--- config.mk ---
export PLATFORM = sky130hd
export DESIGN_NAME = insa_bounds_ctrl_flat
export DESIGN_NICKNAME = d
export VERILOG_FILES = /design/src/rtl/insa_bounds_ctrl_pkg.sv /design/src/rtl/insa_bounds_ctrl_if.sv /design/src/rtl/insa_bounds_ctrl_lzc.sv /design/src/rtl/insa_bounds_ctrl.sv /design/src/flat_wrapper.sv
export SDC_FILE = /design/constraint.sdc
export NUM_CORES = 1
export LEC_CHECK = 0
export BUFFER_PORTS_ARGS = -buffer_cell sky130_fd_sc_hd__buf_2
export CORE_MARGIN = 4
export CORE_UTILIZATION = 35
export DETAILED_ROUTE_END_ITERATION = 8
export PLACE_DENSITY_LB_ADDON = 0.2
export REMOVE_ABC_BUFFERS = 1
export SLEW_MARGIN = 25
export SYNTH_ARGS = -nofsm -noshare
export SYNTH_HDL_FRONTEND = slang
export SYNTH_SLANG_ARGS = --single-unit
--- constraint.sdc ---
create_clock -name clk_i -period 16.3 [get_ports clk_i]
set_input_delay 3.26 -clock clk_i [delete_from_list [all_inputs] [get_ports clk_i]]
set_output_delay 3.26 -clock clk_i [all_outputs]
set_load 0.01 [all_outputs]
--- src/rtl/insa_bounds_ctrl_pkg.sv ---
// ---------------------------------------------------------------------------
// insa_bounds_ctrl_pkg
// Shared types and constants for the INSA bounds table controller.
//   INSA_NR_ENTRIES : default number of bounds table entries
//   insa_bounds_t   : one table entry {valid, first, last}
//   sweep_state_e   : controller state (IDLE / CLEAR sweep)
//   outOfBounds()   : true when an address falls outside a valid entry
// ---------------------------------------------------------------------------
package insa_bounds_ctrl_pkg;

  localparam int unsigned INSA_NR_ENTRIES = 16;

  typedef struct packed {
    logic        valid;
    logic [31:0] first;
    logic [31:0] last;
  } insa_bounds_t;

  typedef enum logic {
    IDLE  = 1'b0,
    CLEAR = 1'b1
  } sweep_state_e;

  // Unsigned compare; an entry stored with first > last makes every address
  // fall outside, so such an entry always reports a violation.
  function automatic logic outOfBounds(input insa_bounds_t entry,
                                       input logic [31:0] addr);
    return entry.valid && ((addr < entry.first) || (addr > entry.last));
  endfunction

endpackage

--- src/rtl/insa_bounds_ctrl_if.sv ---
// ---------------------------------------------------------------------------
// insa_bounds_ctrl_if
// Groups the allocation handshake and the address-check request/response
// of the INSA bounds controller.
//   alloc_valid_i / alloc_ready_o   : allocation handshake
//   alloc_first_i / alloc_last_i    : bounds written on a fired allocation
//   alloc_idx_o                     : index the allocation lands in
//   chk_valid_i / chk_idx_i / chk_addr_i : check request
//   chk_valid_o / chk_violation_o   : check response, one cycle later
// Modports: slave = the controller, master = the requester (LSU/bench).
// ---------------------------------------------------------------------------
interface insa_bounds_ctrl_if #(
  parameter int unsigned NR_ENTRIES = 16,
  parameter int unsigned IDX_W      = $clog2(NR_ENTRIES)
);

  logic             alloc_valid_i;
  logic             alloc_ready_o;
  logic [31:0]      alloc_first_i;
  logic [31:0]      alloc_last_i;
  logic [IDX_W-1:0] alloc_idx_o;

  logic             chk_valid_i;
  logic [IDX_W-1:0] chk_idx_i;
  logic [31:0]      chk_addr_i;
  logic             chk_valid_o;
  logic             chk_violation_o;

  modport slave (
    input  alloc_valid_i, alloc_first_i, alloc_last_i,
    output alloc_ready_o, alloc_idx_o,
    input  chk_valid_i, chk_idx_i, chk_addr_i,
    output chk_valid_o, chk_violation_o
  );

  modport master (
    output alloc_valid_i, alloc_first_i, alloc_last_i,
    input  alloc_ready_o, alloc_idx_o,
    output chk_valid_i, chk_idx_i, chk_addr_i,
    input  chk_valid_o, chk_violation_o
  );

endinterface

--- src/rtl/insa_bounds_ctrl_lzc.sv ---
// ---------------------------------------------------------------------------
// insa_bounds_ctrl_lzc
// Leading/trailing zero counter in the style of common_cells lzc.
//   in_i    : input vector
//   cnt_o   : MODE=0 -> index of lowest set bit (trailing zero count)
//             MODE=1 -> number of leading zeros
//   empty_o : high when in_i has no bit set (cnt_o is then 0)
// ---------------------------------------------------------------------------
module insa_bounds_ctrl_lzc #(
  parameter int unsigned WIDTH = 16,
  parameter bit          MODE  = 1'b0,
  parameter int unsigned CNT_W = (WIDTH > 1) ? $clog2(WIDTH) : 1
) (
  input  logic [WIDTH-1:0] in_i,
  output logic [CNT_W-1:0] cnt_o,
  output logic             empty_o
);

  // Priority search written as a loop whose last hit wins, so the scan
  // direction decides whether the lowest or the highest set bit is reported.
  always_comb begin
    cnt_o   = '0;
    empty_o = 1'b1;
    if (MODE == 1'b0) begin
      for (int i = WIDTH - 1; i >= 0; i--) begin
        if (in_i[i]) begin
          cnt_o   = CNT_W'(i);
          empty_o = 1'b0;
        end
      end
    end else begin
      for (int i = 0; i < WIDTH; i++) begin
        if (in_i[i]) begin
          cnt_o   = CNT_W'(WIDTH - 1 - i);
          empty_o = 1'b0;
        end
      end
    end
  end

endmodule

--- src/rtl/insa_bounds_ctrl.sv ---
// ---------------------------------------------------------------------------
// insa_bounds_ctrl
// Owns the INSA bounds table (NR_ENTRIES x {valid, first, last}), serves the
// ALU INSAFIRST/INSALAST read, sweeps the table clear on RSTBUF, latches the
// ENCRASH enable and checks LSU addresses, raising a sticky crash flag.
//   clk_i, rst_ni       : clock, synchronous active-low reset
//   bus (slave)         : allocation handshake + address check req/rsp
//   alu_read_index_i    : entry index from the ALU immediate
//   alu_read_out_o/2_o  : first / last of that entry (0 if unusable)
//   rst_buf_i           : start (or restart) the table clear sweep
//   en_crash_i          : arm crash detection (sticky)
//   data_in_buffer_o    : at least one valid entry
//   busy_o              : clear sweep in progress
//   crash_o             : sticky crash flag
// ---------------------------------------------------------------------------
module insa_bounds_ctrl
  import insa_bounds_ctrl_pkg::*;
#(
  parameter int unsigned NR_ENTRIES = INSA_NR_ENTRIES,
  parameter int unsigned IDX_W      = $clog2(NR_ENTRIES)
) (
  input  logic                 clk_i,
  input  logic                 rst_ni,
  insa_bounds_ctrl_if.slave    bus,
  input  logic [19:0]          alu_read_index_i,
  output logic [31:0]          alu_read_out_o,
  output logic [31:0]          alu_read_out2_o,
  input  logic                 rst_buf_i,
  input  logic                 en_crash_i,
  output logic                 data_in_buffer_o,
  output logic                 busy_o,
  output logic                 crash_o
);

  sweep_state_e            state_q, state_d;
  logic [IDX_W-1:0]        sweepPtr_q, sweepPtr_d;
  logic                    clearEn;

  logic [NR_ENTRIES-1:0]   validMask_q, validMask_d;
  logic [31:0]             firstMem_q [NR_ENTRIES];
  logic [31:0]             lastMem_q  [NR_ENTRIES];

  logic [IDX_W-1:0]        freeIdx;
  logic                    tableFull;
  logic                    allocFire;

  logic                    readInRange;
  logic [IDX_W-1:0]        readIdx;
  insa_bounds_t            aluEntry;
  insa_bounds_t            chkEntry;

  logic                    chkValid_q;
  logic                    chkViolation_q, chkViolation_d;
  logic                    enCrash_q;
  logic                    crash_q;

  // The lowest free slot is the lowest clear valid bit, found by counting
  // trailing zeros of the inverted mask; "empty" here means no free slot.
  insa_bounds_ctrl_lzc #(
    .WIDTH (NR_ENTRIES),
    .MODE  (1'b0),
    .CNT_W (IDX_W)
  ) u_free_lzc (
    .in_i    (~validMask_q),
    .cnt_o   (freeIdx),
    .empty_o (tableFull)
  );

  // State register for the clear sweep FSM.
  always_ff @(posedge clk_i) begin
    if (!rst_ni) begin
      state_q    <= IDLE;
      sweepPtr_q <= '0;
    end else begin
      state_q    <= state_d;
      sweepPtr_q <= sweepPtr_d;
    end
  end

  // Next-state logic: RSTBUF always (re)starts the sweep at entry 0; otherwise
  // the sweep walks one entry per cycle and ends after the last entry.
  always_comb begin
    state_d    = state_q;
    sweepPtr_d = sweepPtr_q;
    unique case (state_q)
      IDLE: begin
        if (rst_buf_i) begin
          state_d    = CLEAR;
          sweepPtr_d = '0;
        end
      end
      CLEAR: begin
        if (rst_buf_i) begin
          sweepPtr_d = '0;
        end else if (sweepPtr_q == IDX_W'(NR_ENTRIES - 1)) begin
          state_d    = IDLE;
          sweepPtr_d = '0;
        end else begin
          sweepPtr_d = sweepPtr_q + 1'b1;
        end
      end
      default: begin
        state_d    = IDLE;
        sweepPtr_d = '0;
      end
    endcase
  end

  // FSM outputs: every CLEAR cycle invalidates the entry under the pointer.
  always_comb begin
    busy_o  = 1'b0;
    clearEn = 1'b0;
    if (state_q == CLEAR) begin
      busy_o  = 1'b1;
      clearEn = 1'b1;
    end
  end

  // Allocation is only offered in IDLE and not in a cycle that starts a
  // sweep, so a write can never race the clear of the same entry.
  assign bus.alloc_ready_o = (state_q == IDLE) && !rst_buf_i && !tableFull;
  assign bus.alloc_idx_o   = freeIdx;
  assign allocFire         = bus.alloc_valid_i && bus.alloc_ready_o;

  // Valid mask next state; clear and allocate are mutually exclusive by state.
  always_comb begin
    validMask_d = validMask_q;
    if (clearEn) begin
      validMask_d[sweepPtr_q] = 1'b0;
    end
    if (allocFire) begin
      validMask_d[freeIdx] = 1'b1;
    end
  end

  // Valid bits are the only table state that needs a reset value.
  always_ff @(posedge clk_i) begin
    if (!rst_ni) begin
      validMask_q <= '0;
    end else begin
      validMask_q <= validMask_d;
    end
  end

  // Entry bounds storage; stored as given even when first > last.
  always_ff @(posedge clk_i) begin
    if (allocFire) begin
      firstMem_q[freeIdx] <= bus.alloc_first_i;
      lastMem_q[freeIdx]  <= bus.alloc_last_i;
    end
  end

  // Zero-latency ALU read; the full 20-bit index is range-checked before the
  // low bits are used so aliasing indices read as 0.
  always_comb begin
    readInRange = (alu_read_index_i < 20'(NR_ENTRIES));
    readIdx     = alu_read_index_i[IDX_W-1:0];
    aluEntry    = '{valid: validMask_q[readIdx],
                    first: firstMem_q[readIdx],
                    last:  lastMem_q[readIdx]};
    alu_read_out_o  = 32'h0;
    alu_read_out2_o = 32'h0;
    if (readInRange && aluEntry.valid && !busy_o) begin
      alu_read_out_o  = aluEntry.first;
      alu_read_out2_o = aluEntry.last;
    end
  end

  // Check uses the current table contents, so an allocation in the same
  // cycle is not yet visible; a check during the sweep never violates.
  always_comb begin
    chkEntry       = '{valid: validMask_q[bus.chk_idx_i],
                       first: firstMem_q[bus.chk_idx_i],
                       last:  lastMem_q[bus.chk_idx_i]};
    chkViolation_d = bus.chk_valid_i && !busy_o
                     && outOfBounds(chkEntry, bus.chk_addr_i);
  end

  // Check response pipeline plus crash arming. Crash looks at the already
  // registered violation and the already registered enable, so ENCRASH
  // arriving together with a visible violation does not crash.
  always_ff @(posedge clk_i) begin
    if (!rst_ni) begin
      chkValid_q     <= 1'b0;
      chkViolation_q <= 1'b0;
      enCrash_q      <= 1'b0;
      crash_q        <= 1'b0;
    end else begin
      chkValid_q     <= bus.chk_valid_i;
      chkViolation_q <= chkViolation_d;
      enCrash_q      <= enCrash_q || en_crash_i;
      crash_q        <= crash_q || (chkViolation_q && enCrash_q);
    end
  end

  assign bus.chk_valid_o     = chkValid_q;
  assign bus.chk_violation_o = chkViolation_q;
  assign crash_o             = crash_q;
  assign data_in_buffer_o    = |validMask_q;

endmodule
--- src/flat_wrapper.sv ---
// flat-port wrapper written by rule: the top's interface ports become plain ports
module insa_bounds_ctrl_flat import insa_bounds_ctrl_pkg::*;
#(
  parameter int unsigned NR_ENTRIES = INSA_NR_ENTRIES,
  parameter int unsigned IDX_W      = $clog2(NR_ENTRIES)
)
  (clk_i, rst_ni, alu_read_index_i, alu_read_out_o, alu_read_out2_o, rst_buf_i, en_crash_i, data_in_buffer_o, busy_o, crash_o, bus_alloc_valid_i, bus_alloc_first_i, bus_alloc_last_i, bus_alloc_ready_o, bus_alloc_idx_o, bus_chk_valid_i, bus_chk_idx_i, bus_chk_addr_i, bus_chk_valid_o, bus_chk_violation_o);
  insa_bounds_ctrl_if #(.NR_ENTRIES(NR_ENTRIES), .IDX_W(IDX_W)) bus_i ();
  input  logic clk_i;
  input  logic rst_ni;
  input  logic [19:0] alu_read_index_i;
  output logic [31:0] alu_read_out_o;
  output logic [31:0] alu_read_out2_o;
  input  logic rst_buf_i;
  input  logic en_crash_i;
  output logic data_in_buffer_o;
  output logic busy_o;
  output logic crash_o;
  input wire logic [$bits(bus_i.alloc_valid_i)-1:0] bus_alloc_valid_i;
  input wire logic [$bits(bus_i.alloc_first_i)-1:0] bus_alloc_first_i;
  input wire logic [$bits(bus_i.alloc_last_i)-1:0] bus_alloc_last_i;
  output wire logic [$bits(bus_i.alloc_ready_o)-1:0] bus_alloc_ready_o;
  output wire logic [$bits(bus_i.alloc_idx_o)-1:0] bus_alloc_idx_o;
  input wire logic [$bits(bus_i.chk_valid_i)-1:0] bus_chk_valid_i;
  input wire logic [$bits(bus_i.chk_idx_i)-1:0] bus_chk_idx_i;
  input wire logic [$bits(bus_i.chk_addr_i)-1:0] bus_chk_addr_i;
  output wire logic [$bits(bus_i.chk_valid_o)-1:0] bus_chk_valid_o;
  output wire logic [$bits(bus_i.chk_violation_o)-1:0] bus_chk_violation_o;
  assign bus_i.alloc_valid_i = bus_alloc_valid_i;
  assign bus_i.alloc_first_i = bus_alloc_first_i;
  assign bus_i.alloc_last_i = bus_alloc_last_i;
  assign bus_alloc_ready_o = bus_i.alloc_ready_o;
  assign bus_alloc_idx_o = bus_i.alloc_idx_o;
  assign bus_i.chk_valid_i = bus_chk_valid_i;
  assign bus_i.chk_idx_i = bus_chk_idx_i;
  assign bus_i.chk_addr_i = bus_chk_addr_i;
  assign bus_chk_valid_o = bus_i.chk_valid_o;
  assign bus_chk_violation_o = bus_i.chk_violation_o;
  insa_bounds_ctrl #(.NR_ENTRIES(NR_ENTRIES), .IDX_W(IDX_W)) u_core (.clk_i(clk_i), .rst_ni(rst_ni), .bus(bus_i), .alu_read_index_i(alu_read_index_i), .alu_read_out_o(alu_read_out_o), .alu_read_out2_o(alu_read_out2_o), .rst_buf_i(rst_buf_i), .en_crash_i(en_crash_i), .data_in_buffer_o(data_in_buffer_o), .busy_o(busy_o), .crash_o(crash_o));
endmodule
# Word level (Yosys, flattened, before mapping)
# Memory sizes are Yosys's and may differ from the RTL's.
# Cells that the tools add are included.
# W data, S select, Z words.
[word_totals]
word_cells = 99
ramBits = 1024
output_inout_bits = 74
n_memories = 2
regBits = 25
[memory_table]
columns = ["name", "depth", "word_bits", "read_ports", "rd_clocked_by_memory_dff", "wr", "line", "source"]
rows = [
  ["u_core.firstMem_q", 16, 32, 2, 0, 1, "insa_bounds_ctrl.sv:40", "logic [31:0] firstMem_q [NR_ENTRIES];"],
  ["u_core.lastMem_q", 16, 32, 2, 0, 1, "insa_bounds_ctrl.sv:41", "logic [31:0] lastMem_q [NR_ENTRIES];"],
]
[classes]
add_sub_neg = 1
reduce_logical = 18
n_bitwise = 5
magnitude_cmp = 9
muxes = 55
eq_ne = 2
[op_table]
columns = ["operator", "n"]
rows = [
  ["$mux W4", 19],
  ["$mux W32", 2],
  ["$gt A32 B32 Y1", 1],
  ["$lt A32 B32 Y1", 1],
  ["$mux W16", 2],
  ["$not A16 Y16", 2],
  ["$mux W1", 26],
  ["$lt A20 B5 Y1 const B", 1],
  ["$lt A4 B5 Y1 const B", 4],
  ["$and A16 B16 Y16", 1],
  ["$or A16 B16 Y16", 1],
  ["$reduce_or A16 Y1", 1],
  ["$logic_and A1 B1 Y1", 11],
  ["$bmux W1 S4", 2],
  ["$demux W1 S4", 2],
  ["$ge A4 B1 Y1 const B", 2],
  ["$pmux W4 S2", 1],
  ["$add A4 B1 Y4 const B", 1],
  ["$eq A4 B4 Y1 const B", 1],
  ["$logic_not A1 Y1", 3],
  ["$logic_or A1 B1 Y1", 3],
  ["$ne A2 B2 Y1 const B", 1],
  ["$pmux W1 S2", 1],
  ["$not A1 Y1", 1],
]

# Depth between registers and ports, before layout
[depth]
word_depth = 23
mapped_depth = 14
mapped_depth_nobuf = 10

# Hierarchy
# Synthesis repeated with hierarchy kept, for this count alone.
[hier_totals]
cells_unflattened = 2325
area_unflattened_um2 = 49606.3
[by_module_without_submodules]
columns = ["mod", "cells_per_inst", "n_inst", "area_per_inst_um2"]
rows = [
  ["insa_bounds_ctrl", 2292, 1, 49414.9],
  ["insa_bounds_ctrl_lzc", 33, 1, 191.4],
]

# Worst setup path before layout
# No wires, ideal clock.
[synth_timing]
kind = "input-to-reg"
start = "input port rst_buf_i"
end = "memory u_core.firstMem_q[1][0] (enable)"
path_stages = 3
required_time_ns = 15.733
setup_slack_ns = 7.834
arrival_ns = 7.899
n_path_buf = 0
path_cell_list = "nor2_1 nand2_1 nor3_1"
[synth_between]
elab_chain_cells = 6
[synth_lines]
columns = ["item", "line", "source"]
rows = [
  ["start: declaration", "flat_wrapper.sv:14", "input logic rst_buf_i;"],
  ["$logic_not A1 Y1", "insa_bounds_ctrl.sv:121", "assign bus.alloc_ready_o = (state_q == IDLE) && !rst_buf_i && !tableFull;"],
  ["$logic_and A1 B1 Y1 (2 in series)", "insa_bounds_ctrl.sv:121", ""],
  ["$logic_and A1 B1 Y1", "insa_bounds_ctrl.sv:123", "assign allocFire = bus.alloc_valid_i && bus.alloc_ready_o;"],
  ["$mux W1", "insa_bounds_ctrl.sv:147", "if (allocFire) begin"],
  ["$mux W1 (implied by the code)", "insa_bounds_ctrl.sv:148", "firstMem_q[freeIdx] <= bus.alloc_first_i;"],
  ["end: declaration", "insa_bounds_ctrl.sv:40", ""],
]
# No other way between the ends.

# Final worst setup path
[layout_timing]
start = "input port alu_read_index_i[0]"
end = "output port alu_read_out2_o[3]"
[layout_between]
elab_chain_cells = 5
elab_cells_between_ends = 7
cone_classes = "order compare: 1; mux: 3; reduce/logical: 2; memory: 1"
[layout_lines]
columns = ["item", "line", "source"]
rows = [
  ["start: declaration", "flat_wrapper.sv:11", "input logic [19:0] alu_read_index_i;"],
  ["parallel branches: the longest is 4 deep, another holds $lt A20 B5 Y1", "--", ""],
  ["$mux W32 *", "insa_bounds_ctrl.sv:163", "if (readInRange && aluEntry.valid && !busy_o) begin"],
  ["end: declaration", "flat_wrapper.sv:13", "output logic [31:0] alu_read_out2_o;"],
]
# Mark *: on every way between the ends. The select of a mux whose other input is x is not followed.

==> out/summary.json <==
{
  "status": {
    "status": "completed"
  },
  "logic_synthesis": {
    "syn_inst": 2324,
    "postSynth.topFlopCell": "sky130_fd_sc_hd__edfxtp_1",
    "netlist_area_um2": 49800,
    "synth_top_area_cell": "sky130_fd_sc_hd__edfxtp_1",
    "avgSynthCellArea_um2": 21.4,
    "async_reset_ff_share_pct": 0,
    "edff_count_synth": 1024,
    "synth.yosys.warnings": 0,
    "synth_top_area_share_pct": 61.7,
    "netlist_top_cells_area": "sky130_fd_sc_hd__edfxtp_1 (62%), sky130_fd_sc_hd__mux4_2 (29%), sky130_fd_sc_hd__ha_1 (1.7%)",
    "synth.ff_latch_count": 1049,
    "synth_sequential_area_ratio_pct": 62.7,
    "yosysUniqueCellTypes": 51
  },
  "power_and_ir_drop": {
    "finalPower_w": 0.00608,
    "power.static_leakage_nw": 18.1,
    "cellPowerDensity_nw_per_um2": 107,
    "worst_ir_drop_vdd_uv": 80.7
  },
  "place": {
    "post_dp_cell_area_um2": 52800,
    "placement.setup.worst_slack_ns": 5.99,
    "portBuffers": 199,
    "place.detailed.hpwl_um": 85400,
    "finalWeightedCongestion": 0.789
  },
  "global_routing": {
    "grt_max_degree": 81,
    "grt_util_all_layers_pct": 20.1,
    "via_count_of_the_first_global_routing_pass": 28300,
    "antenna_violations_before_repair": 37,
    "grt_pass1_wl_um": 211000,
    "grt_remaining_overflow": 0
  },
  "finish": {
    "fill_cells": 12400,
    "final_design_area_no_fill_um2": 56700,
    "area_growth_pct": 13.9,
    "drive_gt1_share_pct": 41.2,
    "nets": 2730
  },
  "drt": {
    "vias": 26500,
    "post-route-drc-count": 0,
    "routed_wirelength_um": 149000,
    "post_drt_wl_per_cell_um": 32.7,
    "postRouteAntennaNets": 0,
    "drt-pass1-iter-count": 5,
    "detail_route.iter0.violations": 2874,
    "route.detailed.vias_per_inst": 5.84
  },
  "timing": {
    "totalNegativeSetupSlack_ns": 0,
    "skew_ns": 0.0188,
    "worst_slew_pin_slew_ns": 1.04,
    "fmax_mhz": 99.3,
    "normalized_max_slew_margin_pct": 30.8,
    "rsz_0062_raised_after_global_routing": "false",
    "final_hold_viol_count": 0,
    "setup_slack_ns": 6.23,
    "timing.final.max_slew_violations": 0,
    "setup_violations": 0,
    "period_needed_ns": 10.07,
    "final_min_period_over_clock_period_pct": 61.8
  },
  "worst_setup_path": {
    "crit_path_max_fanout": 55,
    "worstSetupStartpointType": "primary input",
    "required_ns": 13.04,
    "crit_arrival_ns": 6.81,
    "criticalPathCategory": "in2out",
    "crit_path_end_kind": "primary output"
  },
  "floorplanning": {
    "num_io_pins": 200,
    "design.die.area_um2": 148000,
    "start_util_pct": 35.2,
    "placement_rows": 138,
    "floorplan.die.height_um": 385,
    "die-width_um": 385,
    "core_region_area_um2": 141000
  },
  "cts": {
    "post_cts.repair.setup_buffers": 0,
    "cts_tree": "done",
    "ctsHtreeMaxLevel": 3,
    "cts_inserted_buffers": 116,
    "worst_setup_hold_path_clk_slew_ns": 0.06,
    "clockBufferDepth": 3,
    "hold_buffer_count_at_cts": 0,
    "clkLatencyLatePin_ns": 0.73,
    "resized_after_cts": 0,
    "clock_tree.root_cell": "sky130_fd_sc_hd__clkbuf_16",
    "cts.sinks": 1049
  },
  "min_path": {
    "hp-class": "reg2reg"
  },
  "job": {
    "cap_viol_max_count": 0
  }
}
## final cells by class
class,instances,area (um^2),area share (%)
Timing Repair Buffer,258,1530,2.70
Clock inverter,75,756,1.33
Tap cell,1890,2360,4.17
Sequential cell,1049,31300,55.1
Multi-Input combinational cell,1036,17400,30.7
Antenna cell,20,50.0,0.0883
Inverter,76,300,0.530
Clock buffer,142,3060,5.40
## per-layer routing
metal / track usage, % / vias to the layer above / part of all wire [%]
met3: 4.30 / 243 / 7.5
li1: - / 10700 / -
met5: 0 / - / 0.069
met4: 7.11 / 16 / 3.1
met2: 32.7 / 1113 / 49
met1: 26.9 / 14500 / 41
## critical path: stages
cell and delay [ns]:
sky130_fd_sc_hd__buf_8 0.45, sky130_fd_sc_hd__buf_4 0.77, sky130_fd_sc_hd__buf_4 0.75, sky130_fd_sc_hd__mux4_2 0.59
sky130_fd_sc_hd__mux4_2 0.53, sky130_fd_sc_hd__nor2b_1 0.16, sky130_fd_sc_hd__buf_2 0.17
## Yosys cell counts (2+ instances only)
master and instances:
sky130_fd_sc_hd__mux2i_1 4, sky130_fd_sc_hd__edfxtp_1 1024, sky130_fd_sc_hd__o21a_1 6, sky130_fd_sc_hd__or4_1 2
sky130_fd_sc_hd__a211oi_1 4, sky130_fd_sc_hd__a21boi_0 2, sky130_fd_sc_hd__mux4_2 647, sky130_fd_sc_hd__buf_6 35
sky130_fd_sc_hd__nor3_1 9, sky130_fd_sc_hd__buf_4 14, sky130_fd_sc_hd__o31a_1 3, sky130_fd_sc_hd__dfxtp_1 25
sky130_fd_sc_hd__o2111ai_1 2, sky130_fd_sc_hd__o211ai_1 8, sky130_fd_sc_hd__a21boi_1 8, sky130_fd_sc_hd__ha_1 67
sky130_fd_sc_hd__nor2_1 27, sky130_fd_sc_hd__buf_1 13, sky130_fd_sc_hd__nand2_1 27, sky130_fd_sc_hd__a2111oi_0 2
sky130_fd_sc_hd__and2_1 2, sky130_fd_sc_hd__inv_1 76, sky130_fd_sc_hd__o21bai_1 3, sky130_fd_sc_hd__or3_1 3
sky130_fd_sc_hd__nand4_1 21, sky130_fd_sc_hd__a31oi_1 3, sky130_fd_sc_hd__nand3b_1 2, sky130_fd_sc_hd__nor4_1 11
sky130_fd_sc_hd__o21ai_0 22, sky130_fd_sc_hd__a21o_1 3, sky130_fd_sc_hd__clkbuf_1 73, sky130_fd_sc_hd__nor2b_1 72
sky130_fd_sc_hd__a21oi_1 30, sky130_fd_sc_hd__nand3_1 16, sky130_fd_sc_hd__o21ai_1 9, sky130_fd_sc_hd__nand2b_1 6
sky130_fd_sc_hd__and4_1 3, sky130_fd_sc_hd__buf_2 27
## flip-flops by register name (all words and copies together), names as in the netlist
| name | count |
|---|---|
| u_core.firstMem_q | 512 |
| u_core.lastMem_q | 512 |
| u_core.validMask_q | 16 |
| u_core.sweepPtr_q | 4 |
| u_core.bus.chk_valid_o | 1 |
| u_core.bus.chk_violation_o | 1 |
| u_core.crash_o | 1 |
| u_core.enCrash_q | 1 |
| u_core.state_q | 1 |
## final timing paths
path                                       startpoint                       to  slack, ns  cells after the start
worst max register to register  u_core.validMask_q[2]  u_core.firstMem_q[8][7]      11.95                      6
worst min-delay path                   u_core.crash_o           u_core.crash_o       0.49                      2
worst max-delay path              alu_read_index_i[0]       alu_read_out2_o[3]       6.23                      7
worst min register to register         u_core.crash_o           u_core.crash_o       0.49                      2
## cell families (layout without fill, tap and decap cells)
kind of cell	count (synthesis)	after routing	synth area share [%]
multiplexers	651	651	29.3
buffers and inverters	239	551	2.52
adder cells (fa/ha/maj)	67	67	1.68
XOR/XNOR	1	1	0.0176
AND/OR/NAND/NOR	206	206	2.31
other	0	20	0
AO/OA/AOI/OAI	111	111	1.39
flip-flops	1049	1049	62.7
## cell usage in the layout (no fill, tap or decap), drive strengths merged, types with 4 or more instances in the layout
cell type and n:
o21ai 31, nand3 16, diode 20, a211oi 4
clkinv 51, o211ai 8, bufinv 15, nand2 28
clkinvlp 4, clkbuf 142, mux4 647, mux2i 4
o21a 6, edfxtp 1024, nor4 11, nor2b 73
nand4 21, a21boi 10, buf 258, dfxtp 25
inv 81, nand2b 6, nor2 27, ha 67
a21oi 30, nor3 9
## power by group
part	leakage, nW	switching (W)	internal (W)
logic	6.79	0.000247	0.000212
clock network	1.86	0.00108	0.00156
registers	9.42	0.00000531	0.00297
## per-stage QoR
stage	std cells	hold WS (ns)	utilization [%]
floorplan	2161	0.428	-
global placement	4308	0.474	37.3
detailed placement	4309	0.481	37.4
CTS	4526	0.500	40.1
global route	4534	0.534	40.1
finish	4546	0.492	40.1
Note: power is estimated with default switching activity, not from simulation.
